==> src/rtl/equiv_sweep_ctrl.sv <==
`default_nettype none
// equiv_sweep_ctrl: exhaustively sweeps the shared input vector of two N-input functions,
// compares their outputs after LAT cycles, counts mismatches and captures the first failing vector.
module equiv_sweep_ctrl #(
  parameter int N   = 3,
  parameter int LAT = 0
) (
  input  logic         clk,
  input  logic         rst,
  input  logic         start,
  input  logic         abort,
  input  logic         stop_on_fail,
  output logic [N-1:0] vec,
  output logic         vec_valid,
  input  logic         q_a,
  input  logic         q_b,
  output logic         busy,
  output logic         done,
  output logic         pass,
  output logic         fail_valid,
  output logic [N-1:0] fail_vec,
  output logic [N:0]   mismatch_count
);

  localparam logic [1:0] S_IDLE  = 2'd0;
  localparam logic [1:0] S_SWEEP = 2'd1;
  localparam logic [1:0] S_DRAIN = 2'd2;
  localparam logic [1:0] S_DONE  = 2'd3;

  localparam int         DW         = (LAT > 1) ? $clog2(LAT) : 1;
  localparam logic [N:0] LAST_IDX   = {1'b0, {N{1'b1}}};
  localparam logic [N:0] MAX_COUNT  = {1'b1, {N{1'b0}}};
  localparam logic [N:0] ONE        = {{N{1'b0}}, 1'b1};
  localparam logic [DW-1:0] LAST_DRAIN = DW'(LAT - 1);
  localparam logic [DW-1:0] D_ONE      = {{(DW-1){1'b0}}, 1'b1};

  logic [1:0]    state, next_state;
  logic [N:0]    idx;
  logic [DW-1:0] drain_cnt;
  logic          stop_lat;
  logic          busy_nx, done_nx, vec_valid_nx;
  logic          flush, start_ok, mismatch;
  logic [N-1:0]  d_vec;
  logic          d_valid;
  logic [N:0]    count_nx;

  assign vec      = idx[N-1:0];
  assign flush    = abort && ((state == S_SWEEP) || (state == S_DRAIN));
  assign start_ok = (state == S_IDLE) && start && !abort;
  assign mismatch = d_valid && (q_a != q_b);

  // Delay line aligning each issued vector with the implementation outputs it produced
  generate
    if (LAT == 0) begin : g_no_pipe
      assign d_vec   = vec;
      assign d_valid = vec_valid;
    end else begin : g_pipe
      logic [N-1:0]   pipe_vec [LAT];
      logic [LAT-1:0] pipe_valid;
      always_ff @(posedge clk) begin
        if (rst || flush) begin
          pipe_valid <= '0;
        end else begin
          pipe_valid[0] <= vec_valid;
          for (int i = 1; i < LAT; i++) pipe_valid[i] <= pipe_valid[i-1];
        end
        pipe_vec[0] <= vec;
        for (int i = 1; i < LAT; i++) pipe_vec[i] <= pipe_vec[i-1];
      end
      assign d_vec   = pipe_vec[LAT-1];
      assign d_valid = pipe_valid[LAT-1];
    end
  endgenerate

  always_ff @(posedge clk) begin
    if (rst) begin
      state     <= S_IDLE;
      busy      <= 1'b0;
      done      <= 1'b0;
      vec_valid <= 1'b0;
    end else begin
      state     <= next_state;
      busy      <= busy_nx;
      done      <= done_nx;
      vec_valid <= vec_valid_nx;
    end
  end

  always_comb begin
    next_state = state;
    unique case (state)
      S_IDLE:  if (start_ok) next_state = S_SWEEP;
      S_SWEEP: begin
        if (abort)
          next_state = S_IDLE;
        else if ((idx == LAST_IDX) || (stop_lat && mismatch))
          next_state = (LAT == 0) ? S_DONE : S_DRAIN;
      end
      S_DRAIN: begin
        if (abort)                       next_state = S_IDLE;
        else if (drain_cnt == LAST_DRAIN) next_state = S_DONE;
      end
      S_DONE:  next_state = S_IDLE;
    endcase
  end

  always_comb begin
    busy_nx      = (next_state == S_SWEEP) || (next_state == S_DRAIN);
    done_nx      = (next_state == S_DONE);
    vec_valid_nx = (next_state == S_SWEEP);
  end

  always_comb begin
    count_nx = mismatch_count;
    if (mismatch && (mismatch_count != MAX_COUNT)) count_nx = mismatch_count + ONE;
  end

  always_ff @(posedge clk) begin
    if (rst) begin
      idx            <= '0;
      drain_cnt      <= '0;
      stop_lat       <= 1'b0;
      mismatch_count <= '0;
      fail_valid     <= 1'b0;
      fail_vec       <= '0;
      pass           <= 1'b0;
    end else if (start_ok) begin
      idx            <= '0;
      drain_cnt      <= '0;
      stop_lat       <= stop_on_fail;
      mismatch_count <= '0;
      fail_valid     <= 1'b0;
      fail_vec       <= '0;
      pass           <= 1'b0;
    end else begin
      if ((state == S_SWEEP) && !abort) idx <= idx + ONE;
      drain_cnt      <= (state == S_DRAIN) ? drain_cnt + D_ONE : '0;
      mismatch_count <= count_nx;
      if (mismatch && !fail_valid) begin
        fail_valid <= 1'b1;
        fail_vec   <= d_vec;
      end
      // Verdict uses the count including the final in-flight comparison
      if (next_state == S_DONE) pass <= (count_nx == '0);
    end
  end

endmodule
`default_nettype wire

==> config.mk <==
export PLATFORM = sky130hd
export DESIGN_NAME = equiv_sweep_ctrl
export DESIGN_NICKNAME = d
export VERILOG_FILES = /design/src/rtl/equiv_sweep_ctrl.sv
export SDC_FILE = /design/constraint.sdc
export NUM_CORES = 1
export LEC_CHECK = 0
export CAP_MARGIN = 20
export CORE_MARGIN = 3
export CORE_UTILIZATION = 40
export DETAILED_ROUTE_END_ITERATION = 16
export GPL_TIMING_DRIVEN = 0
export PLACE_DENSITY = 0.78
export SLEW_MARGIN = 0
export SYNTH_ARGS = -nofsm -noshare
export SYNTH_HDL_FRONTEND = slang
export SYNTH_SLANG_ARGS = --single-unit
==> constraint.sdc <==
create_clock -name clk -period 2.4 [get_ports clk]
set_input_delay 0.72 -clock clk [delete_from_list [all_inputs] [get_ports clk]]
set_output_delay 0.72 -clock clk [all_outputs]
set_load 0.01 [all_outputs]
==> results of run 1 <==
## layout by cell type, fill, tap and decap left out, drive strengths merged
cell type,netlist,layout
and2,1,1
inv,4,4
xnor2,3,3
dlymetal6s2s,0,2
or3b,1,1
a41o,1,1
ha,6,6
a311oi,1,1
dfxtp,20,20
and2b,1,1
mux2i,6,6
or2,1,1
buf,4,6
xor2,5,5
nor3b,1,1
nand2b,3,3
nor2b,4,4
nand4,2,2
nor4b,1,1
nor2,16,16
clkdlybuf4s50,0,19
o211ai,2,2
a21oi,1,1
and3b,1,1
and3,1,1
nor3,3,3
nand2,3,3
a211oi,1,1
clkbuf,0,4
a21o,1,1
a31oi,1,1
## per-stage QoR
| stage | worst slack [ps] | hold slack, ps | cells | util (%) |
|---|---|---|---|---|
| finish | 274.2 | 437.1 | 149 | 59.34 |
| CTS | 16.09 | 437.9 | 147 | 58.25 |
| global placement | -361.1 | 414.3 | 143 | 56.13 |
| global route | 207.7 | 459.5 | 149 | 59.34 |
| detailed placement | -353.6 | 421.2 | 143 | 56.13 |
| floorplan | 307.2 | 399.2 | 95 | - |
## worst paths after layout
kind,startpoint,endpoint,slack [ps],cells past startpoint
setup reg to reg,idx[0],busy,400,8
setup / recovery,idx[0],vec[0],270,2
hold / removal,drain_cnt,drain_cnt,440,1
hold reg to reg,drain_cnt,drain_cnt,440,1
## synth_stat cells
master	instances	area [sq um]
dfxtp_1	20	400.4
nor2_1	15	56.30
ha_1	6	75.07
mux2i_1	6	60.06
xor2_1	5	43.79
inv_1	4	15.01
nor2b_1	4	25.02
buf_4	3	22.52
nand2_1	3	11.26
nand2b_1	3	18.77
nor3_1	3	15.01
xnor2_1	3	26.28
nand4_1	2	12.51
o211ai_1	2	15.01
a211oi_1	1	7.510
a21o_1	1	7.510
a21oi_1	1	5.000
a311oi_1	1	8.760
a31oi_1	1	6.260
a41o_1	1	10.01
and2_1	1	6.260
and2b_1	1	7.510
and3_1	1	6.260
and3b_1	1	8.760
buf_2	1	5.000
nor2_2	1	6.260
nor3b_1	1	7.510
nor4b_1	1	8.760
or2_2	1	6.260
or3b_1	1	8.760
## power breakdown
part / internal (mW) / leakage, nW / total, mW / switching (mW)
registers: 0.337 / 0.162 / 0.342 / 0.00492
clock network: 0.0927 / 0.0210 / 0.196 / 0.103
logic: 0.0300 / 0.303 / 0.0552 / 0.0252
## flip-flops by register name, indices dropped and copies added (netlist names)
signal,count
fail_vec,3
vec_valid,1
busy,1
idx,4
stop_lat,1
state,2
fail_valid,1
done,1
drain_cnt,1
pass,1
mismatch_count,4
## layout make-up
class / count / area, sq um
Sequential cell: 20 / 400.4
Clock buffer: 4 / 36.28
Inverter: 4 / 15.01
Fill cell: 181 / 838.3
Timing Repair Buffer: 23 / 230.2
Multi-Input combinational cell: 67 / 480.5
Tap cell: 27 / 33.78
Buffer: 4 / 27.53
## routing by layer
layer / wire length (um) / track usage (%)
met5: 0 / 0
met1: 783 / 16.22
met4: 30 / 6.383
met3: 113 / 5.263
met2: 796 / 23.19
## timing repair
action	in CTS	in global routing
setup buffers	0	2
pin swaps	2	3
gates resized for setup	1	3
setup endpoints to repair	2	2
## cell families after synthesis
| logic type | count (synthesis) |
|---|---|
| muxes | 6 |
| DFF | 20 |
| and+or+nand+nor | 39 |
| AOI/OAI and AO/OA | 8 |
| xor gates and xnor gates | 8 |
| buffers and inverters | 8 |
| adders and majority gates | 6 |
==> results.tsv, run 1 <==
stage	metric	value	unit
synthesis	Yosys Warn Count	0	
detailed_routing	Wirelength per Cell	11.56	um
synthesis	post-synthesis compound-gate area fraction	6.575	%
finish	fin nets	136	
detailed_routing	TritonRoute pass-1 iters	4	
placed_design	I/O Buffers	21	
global_routing	number of global-route vias before repair	683	
timing	Worst slew margin	60.47	%
synthesis	main combinational cell family by area after synthesis	simple AND/OR/NAND/NOR gates	
floorplan	Die Wd	53.79	um
timing	# setup viols final	0	
critical_path	worst-path cell chain	buf_4 -> clkdlybuf4s50_1	
global_routing	gr ovfl total	0	
detailed_routing	vias per cell	4.906	
floorplan	total die area	2893	sq um
synthesis	register bit count reported by yosys	20	
clock_tree	clock slew at reported path FFs	110	ps
global_routing	initial antenna violation count	0	
finish	design area	1224	sq um
pwr	maximum vdd drop	422.4	uV
floorplan	die height	53.79	um
finish	Area Growth Syn to Fin	33.97	%
placed_design	Post-DP HPWL	1269	um
timing	final hold violation count	0	
synthesis	adder-cell share of the synthesized area	8.219	%
floorplan	Ports	22	
clock_tree	cts hold-fix bufs	0	
detailed_routing	# DRC	0	
synthesis	Netlist Area Pre-Place	913.4	sq um
clock_tree	CTS Buffer Depth	2	
clock_tree	CTS sink count	20	
pwr	leakage	0.4858	nW
critical_path	WP buf/inv	2	
timing	period utilization	88.58	%
floorplan	initial core utilization	44.30	%
timing	f_max	0.4704	GHz
finish	layout cells sized above 1	11.48	%
clock_tree	clk_lat worst skew	300	ps
placed_design	Final Wtd Congestion	0.7370	
timing	Final min period	2126	ps
timing	Fin Setup TNS	0	ps
detailed_routing	Initial DRC Count	7	
status	outcome	finished clean	
synthesis	synth unique cells	30	
synthesis	post-synthesis simple-gate area fraction	22.47	%
critical_path	Worst EP required	1680	ps
pwr	PnR Total Power	592.7	uW
clock_tree	CTS root buffer	clkbuf_4	
synthesis	mux contribution to synthesized area	6.575	%
timing	Setup Skew	5.604	ps
floorplan	num rows	16	
synthesis	post-synthesis xor/xnor area fraction	7.671	%
critical_path	Crit Path Category	reg -> out	
run	Max-Cap Viols	0	
synthesis	Seq/Total Area, Yosys	43.84	%
synthesis	post-synthesis net count	108	
clock_tree	H-tree levels	1	
placed_design	Placed Instance Area	1157	sq um
global_routing	first-pass GRT wire length	2932	um
clock_tree	CTS tree	done	
pwr	Power Density	484.4	nW/um^2
timing	Final Max Tran Viols	0	
synthesis	Cells after Synth	95	
timing	RSZ-0062 raised after global routing	false	
timing	measured slew at the worst slew-check pin	591.6	ps
detailed_routing	DRT antenna net count	0	
global_routing	global-route usage over all layers	14.15	%
global_routing	largest net degree at the start of global routing	12	
critical_path	Critical Path End Type	primary output	
detailed_routing	final wirelength	1723	um
critical_path	crit-path leading delay family	buffers and inverters	
critical_path	critical path data arrival time	1410	ps
critical_path	critical-path maximum fanout	5	
critical_path	CP startpoint kind	flop	
critical_path	Slowest-stage cell, CP	clkdlybuf4s50_1	
floorplan	Core ar.	2062	sq um
min_path	Hold Crit Class	reg -> reg	
synthesis	syn avg cell area	9.614	sq um
clock_tree	CTS buffer count	3	
detailed_routing	routed vias	731	
finish	Antenna diodes	0	
critical_path	Crit path largest cell delay	520	ps
Note: power is estimated with default switching activity, not from simulation.
==> run 2, diff against run 1 <==
--- a/config.mk
+++ b/config.mk
@@ -6,6 +6,7 @@
 export NUM_CORES = 1
 export LEC_CHECK = 0
 export CAP_MARGIN = 20
+export CORE_ASPECT_RATIO = 1.5
 export CORE_MARGIN = 3
 export CORE_UTILIZATION = 40
 export DETAILED_ROUTE_END_ITERATION = 16
==> constraint.sdc (replaced) <==
create_clock -name clk -period 2.6 [get_ports clk]
set_input_delay 0.78 -clock clk [delete_from_list [all_inputs] [get_ports clk]]
set_output_delay 0.78 -clock clk [all_outputs]
set_load 0.01 [all_outputs]
==> results.tsv, run 2 (synthesis gave the netlist of run 1 again) <==
stage	metric	value	unit	change
status	outcome	finished clean		
pwr	Power Density	430.4	nW/um^2	-11%
global_routing	gr busiest metal	met2		
clock_tree	CTS sink count	20		unchanged
timing	period utilization	94.09	%	
clock_tree	CTS Buffer Depth	2		unchanged
global_routing	GRT met2 Usage	23.94	%	+0.75 points
timing	RSZ-0062 raised after global routing	false		
critical_path	Crit path largest cell delay	510	ps	about the same
floorplan	initial core utilization	43.45	%	-0.84 points
timing	Worst slew margin	58.17	%	-2.3 points
clock_tree	clock slew at reported path FFs	110	ps	about the same
run	Max-Cap Viols	0		unchanged
pwr	maximum vdd drop	252.7	uV	-40%
placed_design	Post-DP HPWL	1358	um	+7.0%
global_routing	first-pass GRT wire length	3001	um	+2.4%
critical_path	worst-path cell chain	clkdlybuf4s50_1 -> xor2_2 -> a31oi_1 -> or3b_1 -> a21o_1 -> inv_1 -> ha_1 -> o211ai_1 -> a21oi_1		
timing	Final min period	2446	ps	
detailed_routing	vias per cell	5.190		+5.8%
critical_path	Slowest-stage cell, CP	clkdlybuf4s50_1		
clock_tree	H-tree levels	1		unchanged
timing	Final Max Tran Viols	0		unchanged
finish	largest registers	idx (4), mismatch_count (4), fail_vec (3)		
detailed_routing	Wirelength per Cell	12.22	um	+5.7%
clock_tree	CTS tree	done		
floorplan	Core ar.	2102	sq um	+1.9%
critical_path	Critical Path End Type	flop		
critical_path	critical path data arrival time	2680	ps	+1270 ps
global_routing	M3 GR Usage	2.222	%	-3.0 points
finish	Antenna diodes	0		unchanged
timing	measured slew at the worst slew-check pin	626.0	ps	+34.41 ps
finish	layout cells sized above 1	9.167	%	-2.3 points
floorplan	num rows	20		+4
global_routing	initial antenna violation count	0		unchanged
timing	f_max	0.4088	GHz	
global_routing	global-route usage over all layers	13.21	%	-0.93 points
detailed_routing	Initial DRC Count	15		+8
finish	Core Util, Final	56.55	%	-2.8 points
detailed_routing	final wirelength	1735	um	+0.70%
critical_path	CP startpoint kind	input port		
global_routing	gr ovfl total	0		unchanged
global_routing	grt met1 use	14.26	%	-2.0 points
finish	Multi-input gate area	478.0	sq um	-0.52%
finish	commonest cells after routing, fill and taps aside	clkdlybuf4s50_1, dfxtp_1, nor2_1, mux2i_1, ha_1		
critical_path	Crit Path Category	in -> reg		
floorplan	Die Wd	45.02	um	-16%
detailed_routing	DRT antenna net count	0		unchanged
detailed_routing	# DRC	0		unchanged
floorplan	die height	64.53	um	+20%
timing	final hold violation count	0		unchanged
timing	# setup viols final	0		unchanged
clock_tree	cts hold-fix bufs	0		unchanged
detailed_routing	TritonRoute pass-1 iters	4		unchanged
global_routing	largest net degree at the start of global routing	11		-1
pwr	leakage	0.4587	nW	-5.6%
critical_path	critical-path maximum fanout	3		-2
placed_design	I/O Buffers	21		unchanged
timing	final setup margin	153.6	ps	-120.6 ps
finish	Fillers	209		+15%
detailed_routing	routed vias	737		+0.82%
floorplan	Ports	22		unchanged
clock_tree	clk_lat worst skew	300	ps	about the same
finish	Area Growth Syn to Fin	30.14	%	
placed_design	DP Worst Slack	-255.0	ps	+98.65 ps
finish	Register Area	400.4	sq um	unchanged
floorplan	total die area	2905	sq um	+0.41%
min_path	Hold Crit Class	reg -> reg		
clock_tree	CTS root buffer	clkbuf_4		
critical_path	Worst EP required	2830	ps	+1150 ps
finish	most common cell after layout, fill and taps aside	clkdlybuf4s50_1		
placed_design	Final Wtd Congestion	0.6639		-9.9%
global_routing	number of global-route vias before repair	730		+6.9%
timing	Fin Setup TNS	0	ps	unchanged
timing	Setup Skew	1.443	ps	-4.161 ps
clock_tree	CTS buffer count	3		unchanged
critical_path	reg2reg setup slack	580	ps	+180 ps
finish	fin nets	135		-0.74%
[run 2: final timing paths]
check	from	to	cells past startpoint
worst max register to register	idx[0]	pass	9
worst min-delay path	drain_cnt	drain_cnt	1
worst min register to register	drain_cnt	drain_cnt	1
worst max-delay path	q_a	pass	9
[run 2: through the flow]
step / hold WS (ps) / cells / instance area (sq um) / power, mW
floorplan: 399.2 / 95 / 913.4 / 0.3467
global placement: 410.7 / 138 / 1151 / 0.3696
detailed placement: 428.0 / 138 / 1151 / 0.3706
CTS: 443.1 / 141 / 1174 / 0.5104
global route: 456.9 / 142 / 1189 / 0.5305
finish: 436.9 / 142 / 1189 / 0.5116
[run 2: cell type report]
| cell class | count | area share, % |
|---|---|---|
| buffer | 4 | 2.316 |
| clock buffer | 3 | 1.895 |
| inverter | 4 | 1.263 |
| multi-input combinational | 67 | 40.21 |
| sequential | 20 | 33.68 |
| tap | 22 | 2.316 |
| timing repair buffer | 22 | 18.32 |
[run 2: report_power, final]
| part | internal, mW | leakage, nW | switching [mW] | total [mW] |
|---|---|---|---|---|
| Sequential | 0.311 | 0.162 | 0.00423 | 0.315 |
| Combinational | 0.0281 | 0.283 | 0.0236 | 0.0516 |
| Clock | 0.0540 | 0.0138 | 0.0907 | 0.145 |
| Total | 0.393 | 0.459 | 0.118 | 0.512 |
[run 2: critical path, delay by kind of cell]
family                     cells  cell delay [ps]
buffers and inverters          2              600
AOI/OAI and AO/OA              4              590
and+or+nand+nor                1              360
xor gates and xnor gates       1              170
adders and majority gates      1              170
[run 2: repair_timing]
action | in CTS | in global routing
buffers inserted | 0 | 1
hold endpoints to repair | 0 | 0
endpoints found under the setup margin | 0 | 2
resized for setup | 0 | 1
[run 2: routing by layer]
| layer | vias up | wire (um) |
|---|---|---|
| met3 | 4 | 88 |
| met1 | 353 | 716 |
| met4 | 0 | 28 |
| met5 | - | 0 |
| li1 | 366 | - |
| met2 | 14 | 901 |
==> run 3, diff against run 2 <==
--- a/config.mk
+++ b/config.mk
@@ -8,10 +8,10 @@
 export CAP_MARGIN = 20
 export CORE_ASPECT_RATIO = 1.5
 export CORE_MARGIN = 3
-export CORE_UTILIZATION = 40
+export CORE_UTILIZATION = 30
 export DETAILED_ROUTE_END_ITERATION = 16
 export GPL_TIMING_DRIVEN = 0
-export PLACE_DENSITY = 0.78
+export PLACE_DENSITY = 0.64
 export SLEW_MARGIN = 0
 export SYNTH_ARGS = -nofsm -noshare
 export SYNTH_HDL_FRONTEND = slang
==> results.tsv, run 3 (synthesis gave the netlist of run 1 again) <==
stage	metric	value	unit	change
detailed_routing	TritonRoute pass-1 iters	4		unchanged
critical_path	critical-path maximum fanout	3		unchanged
detailed_routing	# DRC	0		unchanged
finish	final non-filler cell total	158		+11%
critical_path	CP startpoint kind	input port		
detailed_routing	final wirelength	1930	um	+11%
finish	most common cell after layout, fill and taps aside	clkdlybuf4s50_1		
clock_tree	H-tree levels	1		unchanged
timing	Worst slew margin	59.39	%	+1.2 points
timing	measured slew at the worst slew-check pin	605.5	ps	-20.56 ps
global_routing	number of global-route vias before repair	740		+1.4%
timing	period utilization	95.36	%	+1.3 points
timing	# setup viols final	0		unchanged
global_routing	gr ovfl total	0		unchanged
global_routing	largest net degree at the start of global routing	13		+2
placed_design	Post-DP HPWL	1426	um	+5.0%
placed_design	I/O Buffers	21		unchanged
timing	Final Max Tran Viols	0		unchanged
timing	RSZ-0062 raised after global routing	false		
finish	largest registers	idx (4), mismatch_count (4), fail_vec (3)		
pwr	PnR Total Power	677.2	uW	+32%
finish	Area Growth Syn to Fin	37.53	%	
clock_tree	cts hold-fix bufs	0		unchanged
clock_tree	clock slew at reported path FFs	80	ps	-30 ps
finish	commonest cells after routing, fill and taps aside	clkdlybuf4s50_1, dfxtp_1, nor2_1, mux2i_1, ha_1		
detailed_routing	vias per cell	4.620		-11%
finish	layout cells sized above 1	9.917	%	+0.75 points
global_routing	global-route usage over all layers	12.07	%	-1.1 points
critical_path	Slowest-stage cell, CP	clkdlybuf4s50_1		
critical_path	crit-path leading delay family	buffers and inverters		
pwr	maximum vdd drop	462.3	uV	+83%
critical_path	Critical Path End Type	flop		
critical_path	Crit Path Category	in -> reg		
floorplan	total die area	3756	sq um	+29%
timing	Setup Skew	5.184	ps	+3.741 ps
critical_path	Crit path largest cell delay	500	ps	about the same
finish	Multi-input gate area	478.0	sq um	unchanged
min_path	Hold Crit Class	reg -> reg		
timing	f_max	0.4033	GHz	-1.3%
floorplan	num rows	23		+15%
clock_tree	CTS Buffer Depth	2		unchanged
timing	Final min period	2479	ps	+32.98 ps
placed_design	Final Wtd Congestion	0.6666		+0.41%
placed_design	placed instance count	153		+11%
global_routing	first-pass GRT wire length	3381	um	+13%
floorplan	Ports	22		unchanged
status	outcome	finished clean		
floorplan	die height	73.58	um	+14%
finish	Fillers	295		+41%
critical_path	Worst EP required	2790	ps	-40 ps
critical_path	worst-path cell chain	clkdlybuf4s50_1 -> xor2_2 -> a31oi_1 -> or3b_1 -> a21o_1 -> inv_1 -> ha_1 -> o211ai_1 -> a21oi_1		
floorplan	Die Wd	51.05	um	+13%
detailed_routing	routed vias	730		-0.95%
critical_path	critical path data arrival time	2670	ps	about the same
finish	Register Area	400.4	sq um	unchanged
floorplan	Core ar.	2791	sq um	+33%
finish	fin nets	135		unchanged
floorplan	initial core utilization	32.72	%	-11 points
finish	Antenna diodes	0		unchanged
clock_tree	CTS buffer count	3		unchanged
pwr	Power Density	539.1	nW/um^2	+25%
pwr	leakage	0.4806	nW	+4.8%
clock_tree	CTS root buffer	clkbuf_8		
clock_tree	clk_lat worst skew	260	ps	-40 ps
finish	Core Util, Final	45.00	%	-12 points
detailed_routing	Initial DRC Count	10		-5
clock_tree	CTS sink count	20		unchanged
detailed_routing	Wirelength per Cell	12.22	um	about the same
detailed_routing	DRT antenna net count	0		unchanged
critical_path	WP buf/inv	2		unchanged
clock_tree	CTS tree	done		
global_routing	initial antenna violation count	0		unchanged
timing	final hold violation count	0		unchanged
run	Max-Cap Viols	0		unchanged
run 3: changes by cell type in the layout (fill, tap and decap cells not counted), sizes merged:
| cell | delta |
|---|---|
| bufinv | +1 |
run 3: final timing paths:
| path | startpoint | end | slack [ps] | depth (start not counted) |
|---|---|---|---|---|
| worst max-delay path | q_b | pass | 120 | 9 |
| worst min-delay path | drain_cnt | drain_cnt | 430 | 1 |
| worst max register to register | idx[0] | pass | 610 | 9 |
| worst min register to register | drain_cnt | drain_cnt | 430 | 1 |
run 3: cell type report:
class	count	share of cell area [%]
flip-flops and latches	20	31.87
plain buffers	4	2.191
well taps	37	3.685
inverters	4	1.195
multi-input cells	67	38.05
repair buffers	22	17.33
clock inverters	1	2.390
clock buffers	3	3.287
run 3: what timing repair did:
item	in CTS	in global routing
pin swaps	0	1
gates cloned	0	0
buffers inserted	0	1
endpoints found under the setup margin	2	2
resized for setup	1	0
run 3: worst reg2reg max path: stages (launching register included):
cell and delay, ps:
dfxtp_1 430, ha_1 200, and3b_1 150, a31oi_1 40, or3b_1 350, a21o_1 230, inv_1 90, ha_1 170
o211ai_1 100, a21oi_1 150
run 3: metal layers:
layer / up-vias / wire length [um] / track usage [%] / part of all wire [%]
met5: - / 0 / 0 / 0
met4: 0 / 19 / 5.988 / 0.98
met3: 2 / 75 / 2.231 / 3.9
met2: 15 / 1053 / 22.38 / 55
met1: 342 / 782 / 12.67 / 41
li1: 371 / - / - / -
run 3: report_power, final:
group	leakage [nW]	total, mW	internal [mW]	switching (mW)
registers	0.162	0.316	0.311	0.00472
clock network	0.0357	0.309	0.205	0.104
logic	0.283	0.0522	0.0281	0.0241
run 3: stage by stage:
| stage | cell area, sq um | setup WS [ps] | hold WS (ps) | setup TNS (ps) |
|---|---|---|---|---|
| after detailed placement | 1170 | -274.8 | 431.0 | -776.1 |
| after floorplan | 913.4 | 447.2 | 399.2 | 0 |
| after global placement | 1170 | -252.6 | 418.7 | -711.1 |
| after CTS | 1249 | 9.745 | 443.5 | 0 |
| final | 1256 | 120.6 | 434.3 | 0 |
| after global routing | 1256 | 13.94 | 483.3 | 0 |
